File: src/rtl/dcache_wb_buffer_if.sv
// Bundle of the victim-buffer push, load-miss lookup and memory-store signals.
// "master" is the Dcache/arbiter side; "slave" is the buffer itself.
interface dcache_wb_buffer_if #(
  parameter int WB_DEPTH = 4
);
  localparam int CNT_W = $clog2(WB_DEPTH) + 1;

  logic             push_en;
  logic [63:0]      push_addr;
  logic [63:0]      push_data;
  logic             wb_full;
  logic [CNT_W-1:0] wb_count;
  logic             wb_empty;
  logic             lookup_en;
  logic [63:0]      lookup_addr;
  logic             lookup_hit;
  logic [63:0]      lookup_data;
  logic             mem_st_valid;
  logic [63:0]      mem_st_addr;
  logic [63:0]      mem_st_data;
  logic             mem_st_accept;

  modport master (
    output push_en, push_addr, push_data, lookup_en, lookup_addr, mem_st_accept,
    input  wb_full, wb_count, wb_empty, lookup_hit, lookup_data,
           mem_st_valid, mem_st_addr, mem_st_data
  );

  modport slave (
    input  push_en, push_addr, push_data, lookup_en, lookup_addr, mem_st_accept,
    output wb_full, wb_count, wb_empty, lookup_hit, lookup_data,
           mem_st_valid, mem_st_addr, mem_st_data
  );
endinterface

File: src/rtl/dcache_wb_buffer.sv
// Dcache victim write-back buffer: circular FIFO of dirty evicted lines that
// drains in push order to memory, coalesces repeat victims and answers load-miss lookups.
module dcache_wb_buffer #(
  parameter int WB_DEPTH = 4
) (
  input  logic                clock,
  input  logic                reset,
  dcache_wb_buffer_if.slave   wb
);
  localparam int PTR_W = $clog2(WB_DEPTH);
  localparam int CNT_W = PTR_W + 1;
  // Byte-offset bits within a 64-bit line are not part of tag/set_index.
  localparam logic [63:0] LINE_MASK = ~64'h7;

  logic [WB_DEPTH-1:0] valid_q, valid_d;
  logic [63:0]         addr_q [WB_DEPTH];
  logic [63:0]         addr_d [WB_DEPTH];
  logic [63:0]         data_q [WB_DEPTH];
  logic [63:0]         data_d [WB_DEPTH];
  logic [PTR_W-1:0]    head_q, head_d;
  logic [PTR_W-1:0]    tail_q, tail_d;
  logic [CNT_W-1:0]    count_q, count_d;

  logic             full;
  logic             pop;
  logic             push;
  logic             coal_hit;
  logic [PTR_W-1:0] coal_idx;
  logic             look_hit;
  logic [63:0]      look_data;

  function automatic logic line_match(input logic [63:0] a, input logic [63:0] b);
    return ((a ^ b) & LINE_MASK) == 64'd0;
  endfunction

  assign full = (count_q == CNT_W'(WB_DEPTH));

  always_comb begin
    valid_d  = valid_q;
    addr_d   = addr_q;
    data_d   = data_q;
    head_d   = head_q;
    tail_d   = tail_q;
    coal_hit = 1'b0;
    coal_idx = '0;
    pop      = wb.mem_st_accept && valid_q[head_q];
    push     = wb.push_en && !full;

    // The head leaving this cycle is not a coalesce target: its old data is stored.
    for (int i = 0; i < WB_DEPTH; i++) begin
      if (valid_q[i] && line_match(addr_q[i], wb.push_addr) &&
          !(pop && (PTR_W'(i) == head_q))) begin
        coal_hit = 1'b1;
        coal_idx = PTR_W'(i);
      end
    end

    if (pop) begin
      valid_d[head_q] = 1'b0;
      head_d          = head_q + PTR_W'(1);
    end

    // Pointers wrap naturally because WB_DEPTH is a power of two.
    if (push) begin
      if (coal_hit) begin
        data_d[coal_idx] = wb.push_data;
      end else begin
        valid_d[tail_q] = 1'b1;
        addr_d[tail_q]  = wb.push_addr;
        data_d[tail_q]  = wb.push_data;
        tail_d          = tail_q + PTR_W'(1);
      end
    end

    count_d = count_q + CNT_W'(push && !coal_hit) - CNT_W'(pop);
  end

  always_ff @(posedge clock) begin
    if (reset) begin
      valid_q <= '0;
      head_q  <= '0;
      tail_q  <= '0;
      count_q <= '0;
      for (int i = 0; i < WB_DEPTH; i++) begin
        addr_q[i] <= '0;
        data_q[i] <= '0;
      end
    end else begin
      valid_q <= valid_d;
      head_q  <= head_d;
      tail_q  <= tail_d;
      count_q <= count_d;
      for (int i = 0; i < WB_DEPTH; i++) begin
        addr_q[i] <= addr_d[i];
        data_q[i] <= data_d[i];
      end
    end
  end

  // At most one entry can match, so OR-ing the matching data needs no priority.
  always_comb begin
    look_hit  = 1'b0;
    look_data = '0;
    for (int i = 0; i < WB_DEPTH; i++) begin
      if (wb.lookup_en && valid_q[i] && line_match(addr_q[i], wb.lookup_addr)) begin
        look_hit  = 1'b1;
        look_data = look_data | data_q[i];
      end
    end
  end

  assign wb.lookup_hit   = look_hit;
  assign wb.lookup_data  = look_data;
  assign wb.wb_full      = full;
  assign wb.wb_count     = count_q;
  assign wb.wb_empty     = (count_q == '0);
  assign wb.mem_st_valid = valid_q[head_q];
  assign wb.mem_st_addr  = valid_q[head_q] ? addr_q[head_q] : 64'd0;
  assign wb.mem_st_data  = valid_q[head_q] ? data_q[head_q] : 64'd0;

endmodule

File: src/flat_wrapper.sv
// flat-port wrapper written by rule: the top's interface ports become plain ports
module dcache_wb_buffer_flat 
#(
  parameter int WB_DEPTH = 4
)
  (clock, reset, wb_push_en, wb_push_addr, wb_push_data, wb_lookup_en, wb_lookup_addr, wb_mem_st_accept, wb_wb_full, wb_wb_count, wb_wb_empty, wb_lookup_hit, wb_lookup_data, wb_mem_st_valid, wb_mem_st_addr, wb_mem_st_data);
  dcache_wb_buffer_if #(.WB_DEPTH(WB_DEPTH)) wb_i ();
  input  logic clock;
  input  logic reset;
  input wire logic [$bits(wb_i.push_en)-1:0] wb_push_en;
  input wire logic [$bits(wb_i.push_addr)-1:0] wb_push_addr;
  input wire logic [$bits(wb_i.push_data)-1:0] wb_push_data;
  input wire logic [$bits(wb_i.lookup_en)-1:0] wb_lookup_en;
  input wire logic [$bits(wb_i.lookup_addr)-1:0] wb_lookup_addr;
  input wire logic [$bits(wb_i.mem_st_accept)-1:0] wb_mem_st_accept;
  output wire logic [$bits(wb_i.wb_full)-1:0] wb_wb_full;
  output wire logic [$bits(wb_i.wb_count)-1:0] wb_wb_count;
  output wire logic [$bits(wb_i.wb_empty)-1:0] wb_wb_empty;
  output wire logic [$bits(wb_i.lookup_hit)-1:0] wb_lookup_hit;
  output wire logic [$bits(wb_i.lookup_data)-1:0] wb_lookup_data;
  output wire logic [$bits(wb_i.mem_st_valid)-1:0] wb_mem_st_valid;
  output wire logic [$bits(wb_i.mem_st_addr)-1:0] wb_mem_st_addr;
  output wire logic [$bits(wb_i.mem_st_data)-1:0] wb_mem_st_data;
  assign wb_i.push_en = wb_push_en;
  assign wb_i.push_addr = wb_push_addr;
  assign wb_i.push_data = wb_push_data;
  assign wb_i.lookup_en = wb_lookup_en;
  assign wb_i.lookup_addr = wb_lookup_addr;
  assign wb_i.mem_st_accept = wb_mem_st_accept;
  assign wb_wb_full = wb_i.wb_full;
  assign wb_wb_count = wb_i.wb_count;
  assign wb_wb_empty = wb_i.wb_empty;
  assign wb_lookup_hit = wb_i.lookup_hit;
  assign wb_lookup_data = wb_i.lookup_data;
  assign wb_mem_st_valid = wb_i.mem_st_valid;
  assign wb_mem_st_addr = wb_i.mem_st_addr;
  assign wb_mem_st_data = wb_i.mem_st_data;
  dcache_wb_buffer #(.WB_DEPTH(WB_DEPTH)) u_core (.clock(clock), .reset(reset), .wb(wb_i));
endmodule
File: config.mk
export PLATFORM = sky130hd
export DESIGN_NAME = dcache_wb_buffer_flat
export DESIGN_NICKNAME = d
export VERILOG_FILES = /design/src/rtl/dcache_wb_buffer_if.sv /design/src/rtl/dcache_wb_buffer.sv /design/src/flat_wrapper.sv
export SDC_FILE = /design/constraint.sdc
export NUM_CORES = 2
export LEC_CHECK = 0
export BUFFER_PORTS_ARGS = -buffer_cell sky130_fd_sc_hd__buf_2
export CAP_MARGIN = 20
export CORE_UTILIZATION = 40
export DETAILED_ROUTE_END_ITERATION = 7
export GPL_ROUTABILITY_DRIVEN = 0
export PLACE_DENSITY = 0.64
export RECOVER_POWER = 25
export SYNTH_ARGS = -nofsm -noshare
export SYNTH_HDL_FRONTEND = slang
export SYNTH_SLANG_ARGS = --single-unit
File: constraint.sdc
create_clock -name clock -period 7.25 [get_ports clock]
set_clock_uncertainty 0.2 [all_clocks]
set_input_delay 0 -clock clock [delete_from_list [all_inputs] [get_ports clock]]
set_output_delay 0 -clock clock [all_outputs]
set_load 0.02 [all_outputs]
======== Word-level counts from Yosys, hierarchy flattened ========
Index checks and enable logic that the tools add are counted.
Widths: inputs -> output; s select.
storage, ports and cells
  register bits after elaboration ......... 523
  output and inout port bits .............. 199
cells by class
  add/subtract/negate cells ............... 4
  order comparisons ....................... 9
  equality and inequality tests ........... 4
  muxes and demuxes ....................... 40
  bitwise logic cells ..................... 18
  reductions and logical operators ........ 44
operators by type and width
  kind                 number
  $bwmux 256           3
  $mux 64              12
  $logic_not 64->1     8
  $xor 64x64->64       8
  $bmux 64 s2          2
  $demux 64 s2         2
  $mux 256             1
  $or 64x64->64        3
  $logic_and 1x1->1    27
  $mux 1               12
  $mux 4               3
  $ge 3x3->1 const B   3
  $not 2->3            3
  $logic_not 1->1      6
  $lt 2x3->1 const B   2
  $lt 3x1->1 const B   2
  $add 2x1->2 const B  2
  $and 4x4->4          1
  $demux 1 s2          2
  $eq 2x2->1 const A   2
  $ge 2x1->1 const B   2
  $mux 2               2
  $not 4->4            1
  $or 4x4->4           1
  9 further kinds      9

======== Longest topological paths before layout ========
  depth in word-level cells ............... 16
  mapped depth ............................ 16
  depth with buffers taken out ............ 13

======== Least setup slack after synthesis ========
OpenSTA, ideal clock, no wires.
  path type ............................... flip-flop to flip-flop
  from .................................... register u_core.head_q[0]
  to ...................................... register u_core.count_q[2] (netlist: u_core.wb.wb_count[2])
  arrival time ............................ 2.995 ns
  required time ........................... 6.923 ns
  slack ................................... 3.928 ns
  cell stages (with the launch flop) ...... 17
  path buffers ............................ 3
  period minus slack after synthesis ...... 3.322 ns
  path through ............................ dfxtp_1 > buf_2 > clkbuf_1 > buf_1 > inv_1 > ha_1 > nand3_1 > nand2_1 > nor3_1 > nand2_1 > and3_1 > ha_1 > inv_1 > fa_1 > xor2_1 > xnor2_1 > nor2_1
between the ends
  word-level cells in the longest chain between the ends .. 14
  elaborated cells between the ends (all ways) .. 27
  those cells by class .................... add/sub: 2; eq/ne: 3; mux: 6; reduce/logical: 16
ends and longest elaborated chain
  element                       line                    RTL
  start, declared               dcache_wb_buffer.sv:20  logic [PTR_W-1:0] head_q, head_d;
  start signal, assigned        dcache_wb_buffer.sv:81  head_q <= '0;
  start signal, assigned        dcache_wb_buffer.sv:90  head_q <= head_d;
  $bmux 1 s2                    dcache_wb_buffer.sv:46  pop = wb.mem_st_accept && valid_q[head_q];
  $mux 1 (implied by the code)  dcache_wb_buffer.sv:46
  $logic_and 1x1->1             dcache_wb_buffer.sv:46
  $logic_and 1x1->1             dcache_wb_buffer.sv:52  !(pop && (PTR_W'(i) == head_q))) begin
  $logic_not 1->1               dcache_wb_buffer.sv:52
  $logic_and 1x1->1             dcache_wb_buffer.sv:51  if (valid_q[i] && line_match(addr_q[i], wb.push_addr) &&
  $mux 1 (4 in series)          dcache_wb_buffer.sv:51
  $logic_not 1->1               dcache_wb_buffer.sv:75  count_d = count_q + CNT_W'(push && !coal_hit) - CNT_W'(pop);
  $logic_and 1x1->1             dcache_wb_buffer.sv:75
  $add 3x1->3                   dcache_wb_buffer.sv:75
  $sub 3x1->3 *                 dcache_wb_buffer.sv:75
  end signal, assigned          dcache_wb_buffer.sv:92  count_q <= count_d;
  end, declared                 dcache_wb_buffer.sv:22  logic [CNT_W-1:0] count_q, count_d;
Mark *: on every way between the ends. The rest lies on a longest branch, timed or not. The select of a mux whose other input is x is not followed.
A chain may end at the register's enable or synchronous reset.

======== Final worst setup path ========
  from .................................... register u_core.head_q[0]
  to ...................................... register u_core.data_q[124] (netlist bit)
between the ends
  word-level cells in the longest chain between the ends .. 16
  elaborated cells between the ends (all ways) .. 34
  those cells by class .................... order compare: 2; eq/ne: 3; mux: 13; bitwise: 1; reduce/logical: 15
ends and longest elaborated chain
  element                                                                line                    RTL
  $bmux 1 s2                                                             dcache_wb_buffer.sv:46
  $mux 1 (implied by the code)                                           dcache_wb_buffer.sv:46
  $logic_and 1x1->1                                                      dcache_wb_buffer.sv:46
  $logic_and 1x1->1                                                      dcache_wb_buffer.sv:52
  $logic_not 1->1                                                        dcache_wb_buffer.sv:52
  $logic_and 1x1->1                                                      dcache_wb_buffer.sv:51
  $mux 1                                                                 dcache_wb_buffer.sv:51
  $mux 2 (2 in series)                                                   dcache_wb_buffer.sv:51
  $not 2->3 (implied by the code)                                        dcache_wb_buffer.sv:66  data_d[coal_idx] = wb.push_data;
  $ge 3x3->1 (implied by the code) / $lt 3x1->1 (equally long branches)  dcache_wb_buffer.sv:66
  $logic_and 1x1->1 (implied by the code)                                dcache_wb_buffer.sv:66
  $mux 64 (implied by the code)                                          dcache_wb_buffer.sv:66
  $demux 64 s2                                                           dcache_wb_buffer.sv:66
  $bwmux 256                                                             dcache_wb_buffer.sv:66
  $mux 256 *                                                             dcache_wb_buffer.sv:65  if (coal_hit) begin
  end signal, assigned by index                                          dcache_wb_buffer.sv:95  data_q[i] <= data_d[i];
  end, declared                                                          dcache_wb_buffer.sv:18  logic [63:0] data_q [WB_DEPTH];
Marks and branches as above.

==> impl_metrics.py <==
metrics = {
    "finish": {
        "final_common_cell": "nand2b_1",
        "area_growth_pct": 17.8,
        "fin_area_mm2": 0.0377,
        "fillers": 7478,
        "nets": 3726,
        "stdcell_count": 4615,
        "final_cell_mix": "641 x nand2b_1, 521 x dfxtp_1, 512 x mux2i_1",
        "drive_gt1_share_pct": 16.5,
    },
    "power": {
        "clock_power_share_pct": 35.4,
        "swShare_pct": 33.1,
        "p_per_area_mw_per_mm2": 225,
        "p_sw_mw": 2.80,
        "finalPower_mw": 8.46,
        "vdd_ir_drop_max_v": 0.000207,
        "p_seq_share_pct": 40.6,
        "p_int_mw": 5.66,
        "combPwrFrac_pct": 23.9,
        "leakage_nw": 15.8,
    },
    "sta": {
        "setup-violations-final": 0,
        "worst_slew_pin_slew_ns": 2.29,
        "fin_crit_sh_pct": 77.8,
        "finalSetupTns_ns": 0,
        "rsz0062_at_grt": "false",
        "min_period_ns": 5.64,
        "slew_viol_final": 26,
        "slew-limit-headroom_pct": -52.9,
        "fmax_mhz": 177,
        "whs_ns": 0.0175,
        "hold_viol": 0,
    },
    "worst_hold_path": {
        "holdPathEnd": "u_core.data_q[235]$_SDFFE_PP0P_",
        "min_path_cells": 4,
        "hp-class": "in -> reg",
        "hp-start": "wb_push_data[43]",
    },
    "floorplan": {
        "die_w_um": 285,
        "initial_core_util_pct": 40.5,
        "dieArea_mm2": 0.0811,
        "rows": 103,
        "core-area_mm2": 0.0790,
        "boundaryPins": 396,
        "fp.dieH_um": 285,
    },
    "worst_setup_path": {
        "critical_path.slowest_cell": "clkbuf_1",
        "r2r_setup_slack_ns": 1.61,
        "cp_cell_sequence": "mux4_2, and2_0, nand2_1, nand2_1, o221a_1, o21ai_0, clkbuf_1, mux2i_1",
        "path_buf_inv": 1,
        "r2r_cells": 8,
        "r2r-start": "u_core.head_q[0]$_SDFFE_PP0P_",
        "crit_path_start_kind": "flop",
        "end_kind": "flop",
        "critical_path.max_stage_delay_ns": 1.66,
        "rr_endpoint": "u_core.data_q[124]$_SDFFE_PP0P_",
        "critical-path-top-delay-family": "buffers and inverters",
        "cp_max_fo": 69,
        "required_ns": 7.46,
        "crit_top_cell": "nand2_1",
        "arrival_ns": 5.85,
        "path_class": "reg -> reg",
    },
    "global_route": {
        "grt_pass1_wl_um": 181000,
        "grt_max_degree": 170,
        "grt.overflow.total": 0,
        "antenna_found_initial": 10,
        "grt_pass1_vias": 26260,
        "grt_use_total_pct": 30.0,
    },
    "route": {
        "firstDrtPassIters": 8,
        "num_vias": 27446,
        "drc": 455,
        "via_per_inst": 5.95,
        "wl_per_cell_um": 27.4,
        "dr.first_iter.drc_count": 3673,
        "drt_wl_total_um": 127000,
        "antenna_left": 0,
    },
    "synth": {
        "async_flop_share_pct": 0,
        "yosys_warnings": 0,
        "synth_flop_cell": "dfxtp_1",
        "syn_avg_cell_area_um2": 10.1,
        "synthCells": 3156,
        "syn_area_mm2": 0.0320,
        "synth_seq_area_share_pct": 32.7,
        "syn_nets": 3364,
        "synth_edf_count": 0,
        "ys_seq_elements": 523,
        "yosysUniqueCellTypes": 53,
    },
    "placed_design": {
        "dp_cells": 4362,
        "hpwl_um": 88300,
        "io_buffers": 392,
        "placed_cell_area_mm2": 0.0344,
    },
    "clocking": {
        "cts_resized": 0,
        "cts.clk_slew.worst_paths_ns": 0.06,
        "cts_tree": "built",
        "insertion_delay_ns": 0.69,
        "cts_root_buf": "clkbuf_16",
        "clockBufferDepth": 3,
        "cts_max_level": 2,
        "cts_inserted_buffers": 57,
        "post-cts-setup-buffer-count": 0,
        "clock_sinks": 523,
    },
    "flow_run": {
        "drv_cap": 1,
    },
    "run_status": {
        "status": "complete, but fails checks",
        "violations": "DRC, capacitance limit, slew limit",
    },
}
cell type report:
cell class	instances	area, um^2	share of cell area, %
clock buffers	89	1750	4.64
inverters	65	244	0.648
flip-flops and latches	523	10500	27.8
multi-input cells	2302	20100	53.3
diodes	2	5.00	0.0133
repair buffers	569	3620	9.60
clock inverters	15	188	0.498
well taps	1050	1310	3.49
metal layers:
layer	vias to the layer above	global-route usage, %	part of all wire (%)
li1	11832	-	-
met1	13332	37.3	39
met2	1744	44.1	42
met3	528	12.3	12
met4	10	15.9	6.9
met5	-	0	0.053
cell families (layout without fill, tap and decap cells):
| group | Yosys count | after routing | share of synthesized area (%) |
|---|---|---|---|
| AND/OR/NAND/NOR | 1011 | 1011 | 19.5 |
| multiplexers | 642 | 642 | 25.1 |
| flip-flops | 523 | 523 | 32.7 |
| XOR/XNOR | 415 | 415 | 11.4 |
| buffers and inverters | 331 | 738 | 4.72 |
| AO/OA/AOI/OAI | 223 | 223 | 6.05 |
| adder cells (fa/ha/maj) | 11 | 11 | 0.454 |
| other | 0 | 2 | 0 |
synthesized netlist by cell type (all sizes together) (2+ instances only):
master | number | area share [%]
a2111oi | 2 | 0.055
a211o | 2 | 0.055
a21oi | 6 | 0.094
a221o | 67 | 2.1
a221oi | 12 | 0.33
a22o | 68 | 1.9
a22oi | 12 | 0.28
and2 | 129 | 2.5
and3 | 3 | 0.059
and4 | 2 | 0.063
buf | 90 | 1.9
clkbuf | 176 | 2.1
dfxtp | 523 | 33
ha | 10 | 0.39
inv | 65 | 0.76
mux2i | 512 | 16
mux4 | 129 | 9.1
nand2 | 17 | 0.20
nand2b | 641 | 13
nand3 | 10 | 0.16
nand4 | 96 | 1.9
nor2 | 15 | 0.18
nor2b | 3 | 0.059
nor3 | 7 | 0.11
nor4 | 83 | 1.6
o2111ai | 4 | 0.11
o211ai | 2 | 0.047
o21ai | 3 | 0.047
o221ai | 3 | 0.082
o22ai | 25 | 0.49
o2bb2ai | 9 | 0.25
xnor2 | 245 | 6.7
xor2 | 170 | 4.7
power by group through the flow:
stage	clock (mW)	sequential [mW]	combinational (mW)
detailed placement	0	3.47	1.88
finish	3.00	3.44	2.02
floorplan	0	3.33	1.34
global placement	0	3.46	1.88
CTS	3.03	3.41	1.96
global route	3.16	3.45	2.10
per-stage QoR:
stage,utilization (%),worst slack [ns]
floorplan,-,3.93
global placement,43.5,2.43
detailed placement,43.5,2.41
CTS,47.8,2.35
global route,47.7,1.19
finish,47.7,1.61
tightest hold or removal path, cell delays in order:
cell and delay, ns:
dlygate4sd3_1 0.52, buf_2 0.09, nand2b_1 0.10, mux2i_1 0.13
worst max-delay path by stage:
stage | startpoint | end | slack (ns) | cells past startpoint
CTS | u_core.head_q[0]$_SDFFE_PP0P_ | u_core.data_q[187]$_SDFFE_PP0P_ | 2.35 | 9
detailed placement | u_core.head_q[0]$_SDFFE_PP0P_ | u_core.data_q[163]$_SDFFE_PP0P_ | 2.41 | 9
global placement | u_core.head_q[0]$_SDFFE_PP0P_ | u_core.data_q[186]$_SDFFE_PP0P_ | 2.43 | 9
finish | u_core.head_q[0]$_SDFFE_PP0P_ | u_core.data_q[124]$_SDFFE_PP0P_ | 1.61 | 8
global route | u_core.head_q[0]$_SDFFE_PP0P_ | u_core.data_q[119]$_SDFFE_PP0P_ | 1.19 | 8
floorplan | u_core.head_q[0]$_SDFFE_PP0P_ | u_core.wb.wb_count[2]$_SDFF_PP0_ | 3.93 | 16
what timing repair did:
action,CTS,global route
endpoints found under the hold margin,523,0
setup endpoints to repair,0,0
hold buffers,146,0
flip-flops by register name, summed over array words and instances, names as in the netlist:
name / flops
u_core.valid_q: 4
u_core.data_q: 256
u_core.tail_q: 2
u_core.head_q: 2
u_core.addr_q: 256
u_core.wb.wb_count: 3
No activity file was read; power rests on OpenSTA's default activity.
